==> config.mk <==
export PLATFORM = sky130hd
export DESIGN_NAME = reg_file_two_read
export DESIGN_NICKNAME = d
export VERILOG_FILES = /design/src/rtl/reg_file_two_read_pkg.sv /design/src/rtl/reg_scoreboard.sv /design/src/rtl/reg_file_two_read.sv
export SDC_FILE = /design/constraint.sdc
export NUM_CORES = 2
export LEC_CHECK = 0
export BUFFER_PORTS_ARGS = -buffer_cell sky130_fd_sc_hd__buf_4
export CAP_MARGIN = 20
export CORE_UTILIZATION = 40
export CTS_CLUSTER_DIAMETER = 120
export CTS_CLUSTER_SIZE = 20
export DETAILED_ROUTE_END_ITERATION = 7
export SLEW_MARGIN = 0
export SYNTH_ARGS = -nofsm -noshare
export SYNTH_HDL_FRONTEND = slang
export SYNTH_SLANG_ARGS = --single-unit
==> constraint.sdc <==
create_clock -name in_clk -period 5.3 [get_ports in_clk]
set_clock_uncertainty 0.1 [all_clocks]
set_input_delay 0.265 -clock in_clk [delete_from_list [all_inputs] [get_ports in_clk]]
set_output_delay 0.265 -clock in_clk [all_outputs]
set_load 0.01 [all_outputs]
==> src/rtl/reg_file_two_read_pkg.sv <==
// Shared constants for the two-read-port architectural register file.
// Sizes, the hard-wired zero register index and the zero/NOP data word.
package reg_file_two_read_pkg;

  localparam int DATA_W   = 32;
  localparam int ADDR_W   = 5;
  localparam int REG_ZERO = 0;

  localparam logic [DATA_W-1:0] ZERO_WORD = '0;

endpackage : reg_file_two_read_pkg

==> src/rtl/reg_scoreboard.sv <==
// Per-register pending bits: set on issue, cleared on writeback, set wins on collision.
// Produces the two hazard lookups, masked where the write bypass already supplies data.
module reg_scoreboard #(
  parameter int ADDR_W = 5
) (
  input  logic              clk,
  input  logic              rst_n,
  input  logic              set_en,
  input  logic [ADDR_W-1:0] set_addr,
  input  logic              clr_en,
  input  logic [ADDR_W-1:0] clr_addr,
  input  logic [ADDR_W-1:0] read_addr_one,
  input  logic [ADDR_W-1:0] read_addr_two,
  input  logic              bypass_one,
  input  logic              bypass_two,
  output logic              hazard_one,
  output logic              hazard_two
);

  localparam int DEPTH = 2 ** ADDR_W;

  logic [DEPTH-1:0] pending;

  always_ff @(posedge clk) begin
    if (!rst_n) begin
      pending <= '0;
    end else begin
      // NOTE: both updates are non-blocking to the same vector, so the later
      // statement wins on a shared address; set is placed last to take priority.
      if (clr_en) pending[clr_addr] <= 1'b0;
      if (set_en) pending[set_addr] <= 1'b1;
    end
  end

  assign hazard_one = pending[read_addr_one] & ~bypass_one;
  assign hazard_two = pending[read_addr_two] & ~bypass_two;

endmodule : reg_scoreboard

==> src/rtl/reg_file_two_read.sv <==
// Architectural register file: two combinational read ports with write-through
// bypass, one synchronous write port, and a RAW-hazard scoreboard.
module reg_file_two_read #(
  parameter int DATA_W = reg_file_two_read_pkg::DATA_W,
  parameter int ADDR_W = reg_file_two_read_pkg::ADDR_W
) (
  input  logic              in_clk,
  input  logic              in_rst_n,
  input  logic [ADDR_W-1:0] in_read_addr_one,
  input  logic [ADDR_W-1:0] in_read_addr_two,
  output logic [DATA_W-1:0] ou_read_data_one,
  output logic [DATA_W-1:0] ou_read_data_two,
  input  logic              in_write_en,
  input  logic [ADDR_W-1:0] in_write_addr,
  input  logic [DATA_W-1:0] in_write_data,
  input  logic              in_issue_en,
  input  logic [ADDR_W-1:0] in_issue_addr,
  output logic              ou_hazard_one,
  output logic              ou_hazard_two
);

  import reg_file_two_read_pkg::*;

  localparam int DEPTH = 2 ** ADDR_W;
  localparam logic [ADDR_W-1:0] ZERO_ADDR = ADDR_W'(REG_ZERO);
  localparam logic [DATA_W-1:0] ZERO_DATA = DATA_W'(ZERO_WORD);

  logic [DATA_W-1:0] mem [DEPTH];
  logic              write_go;
  logic              issue_go;
  logic              bypass_one;
  logic              bypass_two;

  // An if on an X/Z enable falls to the default, so unknown enables act as 0.
  always_comb begin
    write_go = 1'b0;
    issue_go = 1'b0;
    if (in_write_en && (in_write_addr != ZERO_ADDR)) write_go = 1'b1;
    if (in_issue_en && (in_issue_addr != ZERO_ADDR)) issue_go = 1'b1;
  end

  assign bypass_one = write_go && (in_write_addr == in_read_addr_one);
  assign bypass_two = write_go && (in_write_addr == in_read_addr_two);

  // NOTE: the array is reset explicitly because every register must read 0
  // after reset; this keeps it in flops rather than a RAM macro.
  always_ff @(posedge in_clk) begin
    if (!in_rst_n) begin
      mem <= '{default: '0};
    end else if (write_go) begin
      mem[in_write_addr] <= in_write_data;
    end
  end

  always_comb begin
    ou_read_data_one = mem[in_read_addr_one];
    ou_read_data_two = mem[in_read_addr_two];
    if (bypass_one) ou_read_data_one = in_write_data;
    if (bypass_two) ou_read_data_two = in_write_data;
    if (in_read_addr_one == ZERO_ADDR) ou_read_data_one = ZERO_DATA;
    if (in_read_addr_two == ZERO_ADDR) ou_read_data_two = ZERO_DATA;
  end

  reg_scoreboard #(
    .ADDR_W (ADDR_W)
  ) u_scoreboard (
    .clk           (in_clk),
    .rst_n         (in_rst_n),
    .set_en        (issue_go),
    .set_addr      (in_issue_addr),
    .clr_en        (write_go),
    .clr_addr      (in_write_addr),
    .read_addr_one (in_read_addr_one),
    .read_addr_two (in_read_addr_two),
    .bypass_one    (bypass_one),
    .bypass_two    (bypass_two),
    .hazard_one    (ou_hazard_one),
    .hazard_two    (ou_hazard_two)
  );

endmodule : reg_file_two_read

# Word level (Yosys, flattened, before mapping)

Cells that the tools add are included.

Magnitude comparators: 10
Equal/unequal tests: 2
Muxes and demuxes: 26
Bitwise operators: 10
Reduce and logical (&&, ||, !) cells: 11

Operator list:

| kind                                                                                | count |
|---|---|
| 1024-bit bitwise mux                                                                | 1 |
| 32-bit 2-to-1 mux                                                                   | 12 |
| 32-bit binary-select mux with 5-bit select                                          | 2 |
| 32-bit demux with 5-bit select                                                      | 1 |
| 32-bit bitwise AND                                                                  | 1 |
| 32-bit inverter                                                                     | 1 |
| 32-bit OR                                                                           | 1 |
| 5-bit by 6-bit less-than comparator with 1-bit output, second input constant        | 4 |
| 6-bit greater-or-equal comparator, second input constant                            | 3 |
| 5-bit inverter with 6-bit output                                                    | 3 |
| 1-bit binary-select mux with 5-bit select                                           | 2 |
| 1-bit demux with 5-bit select                                                       | 2 |
| 5-bit == test                                                                       | 2 |
| 5-bit by 1-bit greater-or-equal comparator with 1-bit output, second input constant | 2 |
| 5-bit logical NOT                                                                   | 2 |
| 5-bit nonzero test                                                                  | 2 |
| 1-bit logical AND                                                                   | 7 |
| 6-bit by 1-bit less-than comparator with 1-bit output, second input constant        | 1 |
| 1-bit 2-to-1 mux                                                                    | 6 |
| 1-bit bitwise AND                                                                   | 2 |
| 1-bit inverter                                                                      | 2 |

Register bits: 1056
Input bits: 56
Output and inout bits: 66
Logic and storage cells: 92

# Logic depth before layout (Yosys ltp)

Word-level depth: 10
Mapped depth: 10
Gate-level depth less buffers: 5

# Modules after synthesis

Synthesis repeated with hierarchy kept, for this count alone.

Cell total of the unflattened synthesis: 6386
Area, all modules: 57009.7 um2

By module, submodules not included:

| module            | times used | cells each | area an instance (um2) | sequential area each (um2) |
|---|---|---|---|---|
| reg_file_two_read | 1          | 6177       | 55049.0                | 20499.7 |
| reg_scoreboard    | 1          | 209        | 1960.6                 | 640.6 |

# Worst setup path before layout

OpenSTA, ideal clock, no wires.

Path type: input to output
From: input port in_read_addr_one[1]
To: output port ou_read_data_one[9]
Data arrival time: 2.025 ns
Data required time: 4.935 ns
Setup slack: 2.910 ns
Stages: 8
Path buffers: 4
Cell sequence: buf_2 > buf_4 > buf_2 > clkbuf_1 > mux4_2 > a22oi_1 > a21oi_1 > a211o_1

Cells in the longest elaborated chain, start to end: 6
Elaborated cells between the ends (all ways): 9
Those cells by class: 1 x eq/ne; 5 x mux; 1 x bitwise; 2 x reduce/logical

RTL lines:

| item                                                   | line                    | source |
|---|---|---|
| start: declaration                                     | reg_file_two_read.sv:9  | `input logic [ADDR_W-1:0] in_read_addr_one,` |
| 5-bit inverter with 6-bit output (not written as such) | reg_file_two_read.sv:56 | `ou_read_data_one = mem[in_read_addr_one];` |
| 32-bit binary-select mux with 5-bit select             | reg_file_two_read.sv:56 |  |
| 32-bit 2-to-1 mux (not written as such) (2 in series)  | reg_file_two_read.sv:56 |  |
| 32-bit 2-to-1 mux                                      | reg_file_two_read.sv:58 | `if (bypass_one) ou_read_data_one = in_write_data;` |
| 32-bit 2-to-1 mux *                                    | reg_file_two_read.sv:60 | `if (in_read_addr_one == ZERO_ADDR) ou_read_data_one = ZERO_DATA;` |
| end: declaration                                       | reg_file_two_read.sv:11 | `output logic [DATA_W-1:0] ou_read_data_one,` |

Every way passes the cells marked *; elsewhere a longest branch is shown, timed or not. The select of a mux whose other input is x is not followed.

# Worst setup path in the final report

From: input port in_read_addr_one[0]
To: output port ou_read_data_one[1]

The elaborated chain is that of the path after synthesis.

==> results.txt <==
----------------------------------------------------
[Worst setup path]
  Element type at the critical path start ... input pin
  Start point of the critical path ... in_read_addr_one[0]
  Maximum fanout along the worst path ... 79
  Critical-path cell with the highest stage delay ... a2111oi_0
  Termination of the worst setup path ... ou_read_data_one[1]
  Origin of the critical flop-to-flop path ... u_scoreboard.pending[2]
  Most frequent cell on the critical path ... buf_4
  Worst r2r path cells ... 3
  Worst path cell trace ... buf_8, buf_12, mux2i_1, a22o_1, a2111oi_0, buf_4, a311oi_1, a21oi_1, buf_4
  Data arrival time at the worst-slack endpoint ... 3820 ps
  Data required time of the critical path ... 4930 ps
  End of the worst register-to-register path ... u_scoreboard.pending[2]
  CP Capture Type ... output pin
  R2R Setup Slk ... 3960 ps
  Classification of the worst setup path ... in -> out
  Critical path's largest stage delay ... 900 ps

[Clocking]
  Num CTS Buffers ... 58
  Buffer type at the clock tree root ... clkbuf_16
  TritonCTS clock tree ... done
  Number of buffers between clock root and the deepest sink ... 3
  Total number of H-tree levels ... 2
  Latest clock arrival within the worst-skew pair ... 730 ps
  Total clock sinks ... 1056
  Number of buffers added for setup after CTS ... 0
  Post-CTS clock slew at the launch and capture registers of the worst setup and hold paths ... 90 ps

[Drt]
  Post-detailed-route wirelength per cell ... 32.0 um
  Number of remaining DRC errors ... 0
  Average vias per placed instance ... 6.47
  Antenna Violating Nets Remaining ... 0
  1st-iter DRT viols ... 7436
  Number of detailed-routing iterations run before antenna repair ... 8
  Total number of vias ... 51400
  Total Wirelength ... 254 mm

[Finish]
  Fin nets ... 6098
  Synthesis-to-layout area growth ... 7.08%
  Fillers ... 13500
  Multi-input gate area in the final layout ... 33200 sq um
  Fin cells ... 7944
  Post-layout instance area ... 61000 sq um
  Register cell area after layout ... 21100 sq um
  Share of cells above drive strength 1 ... 13.5%

[Placement]
  Port Buf Inserts ... 121
  Final estimated routing congestion in global placement ... 0.928
  Cell total after placement ... 7832
  Total half-perimeter wirelength after legalization and detailed placement ... 152 mm
  Worst-case setup slack after placement ... 1150 ps
  Placed Area ... 59000 sq um

[STA]
  Fin crit share ... 78.9%
  Maximum frequency from static timing analysis ... 239 MHz
  Number of hold-slack violations in the final timing report ... 0
  RSZ-0062 raised after global routing ... no
  Final critical-path setup slack ... 1120 ps
  # setup viols final ... 0
  Transition time of the tightest slew-check pin ... 1310 ps
  Max_slew headroom ... 12.7%
  Total Negative Setup Slacks ... 0 ps
  Final number of max-transition violations ... 0
  Fin crit period ... 4180 ps

[Synthesis]
  Top-area cell type share of the netlist area ... 37.1%
  Fraction of the yosys area taken by sequential cells ... 37.1%
  Number of synthesized register bits ... 1056
  Synth area leader ... dfxtp_1
  Syn. warnings ... 0
  Library cells used by synthesis ... 66
  Mapped Avg Cell Area ... 8.98 sq um
  Cells taking the most area after synthesis ... dfxtp_1 (37%), mux4_2 (14%), nand2_1 (13%), a21boi_0 (13%), mux2i_1 (6.3%)
  Syn nets ... 6396
  Number of instances in the synthesized netlist ... 6340
  Cell Area, Synth ... 56900 sq um
  Share of async-settable or async-resettable flops after synthesis ... 0%
  Number of enable flip-flop cells after synthesis ... 0
  Ys flop type ... dfxtp_1

[Die]
  Area enclosed by the die boundary ... 144000 sq um
  Placeable Area ... 141000 sq um
  Initial standard-cell utilization of the core ... 40.3%
  I/O pins ... 122
  Die Y ... 379 um
  Std-Cell Rows ... 138
  Horizontal die dimension ... 379 um

[Pwr]
  Worst vdd ir ... 289 uV
  Leakage power ... 0.0198 uW
  Cell area power density ... 245 nW/um^2

[Global routing]
  Initial antenna violation count ... 21
  Total congestion overflow ... 0
  Total track usage ... 34.6%
  Wire length of the first global-routing pass ... 358 mm
  Pin count of the biggest net entering global routing ... 180
  Vias in the first global route ... 47400

[Status]
  Result of the run ... finished, final reports clean

[Hold path]
  Type of the tightest min-delay check ... in -> reg

[Job]
  Max cap viols ... 0

----------------------------------------------------
## routing by layer
metal / track usage [%] / routed length [um] / vias up / share of wire [%]
met5: 0 / 147 / - / 0.058
met4: 20.7 / 17500 / 24 / 6.9
met3: 8.76 / 32000 / 949 / 13
met2: 50.8 / 108000 / 3746 / 42
met1: 45.5 / 96800 / 25100 / 38
li1: - / - / 21600 / -
## state kept, by name, indices dropped and copies added (netlist names)
signal                count
mem                    1024
u_scoreboard.pending     32
## area by class of cell
| type | instances | share of cell area, % |
|---|---|---|
| inverter | 6 | 0.0369 |
| timing repair buffer | 308 | 4.38 |
| clock inverter | 4 | 0.105 |
| antenna | 10 | 0.0410 |
| tap | 1890 | 3.88 |
| multi-input combinational | 4612 | 54.5 |
| clock buffer | 58 | 2.38 |
| sequential | 1056 | 34.7 |
## where the power goes
part / internal, uW / switching, uW / leakage (uW)
logic: 662 / 1320 / 0.0106
clock network: 2000 / 2940 / 0.000745
registers: 7990 / 44.0 / 0.00851
total: 10700 / 4300 / 0.0198
## kinds of logic (layout without fill, tap and decap cells)
kind of cell	after synthesis	count (layout)	share of synthesized area [%]
buffers and inverters	672	376	5.28
and+or+nand+nor	2356	2356	16.6
DFF	1056	1056	37.1
other	0	10	0
xor gates and xnor gates	10	10	0.154
muxes	733	733	20.9
AOI/OAI and AO/OA	1513	1513	19.9
## repair_timing
| action | 4_1_cts | 5_1_grt |
|---|---|---|
| hold endpoints to repair | 1021 | 0 |
| hold buffers | 38 | 0 |
| gates resized for setup | 0 | 0 |
## worst min-delay path by stage
stage,depth (start not counted),to,from,slack [ps]
final,2,mem[415],in_rst_n,20
after global routing,2,mem[447],in_rst_n,60
after CTS,2,mem[447],in_rst_n,30
after detailed placement,2,mem[749],mem[749],360
after global placement,2,mem[758],mem[758],350
after floorplan,2,mem[1],in_write_data[1],310
## metrics by stage
stage	hold WS (ps)	total power [uW]	util, %
after detailed placement	358	10100	41.8
after floorplan	310	9350	-
after CTS	26.3	14800	43.1
final	23.9	15000	43.1
after global placement	349	10100	41.7
after global routing	62.2	15200	43.1
## cells in the final DEF, fill, tap and decap left out, types with 14 or more instances in the layout
cell | netlist | routed
mux4_2 | 366 | 366
a221o_1 | 37 | 37
buf_12 | 0 | 16
a22o_1 | 22 | 22
nor3b_1 | 23 | 21
a2111oi_0 | 14 | 14
a21boi_0 | 965 | 965
a221oi_1 | 77 | 77
dlygate4sd3_1 | 0 | 38
nand2b_1 | 24 | 23
mux2i_1 | 357 | 357
o22ai_1 | 46 | 46
nand2_2 | 1 | 20
o21ai_0 | 54 | 54
and2_1 | 37 | 37
nor2_1 | 93 | 59
nand2_1 | 2037 | 2005
a21boi_1 | 27 | 27
a21oi_1 | 74 | 74
dfxtp_1 | 1056 | 1056
nor2b_1 | 56 | 50
clkbuf_16 | 0 | 58
buf_4 | 49 | 244
nor2_4 | 0 | 31
a211oi_1 | 28 | 28
a22oi_1 | 90 | 90
nor3_1 | 36 | 35
## Yosys cell counts, types with 54 or more instances
cell type,n
dfxtp_1,1056
a22oi_1,90
nor2b_1,56
o21ai_0,54
mux4_2,366
buf_2,92
a221oi_1,77
mux2i_1,357
a21oi_1,74
nor2_1,93
a21boi_0,965
nand2_1,2037
clkbuf_1,477
## critical path, delay by kind of cell
| family | cells | cell delay (ps) |
|---|---|---|
| compound gates | 4 | 1590 |
| buf+inv | 4 | 1530 |
| mux | 1 | 200 |
Power figures use the tool's default switching activity.
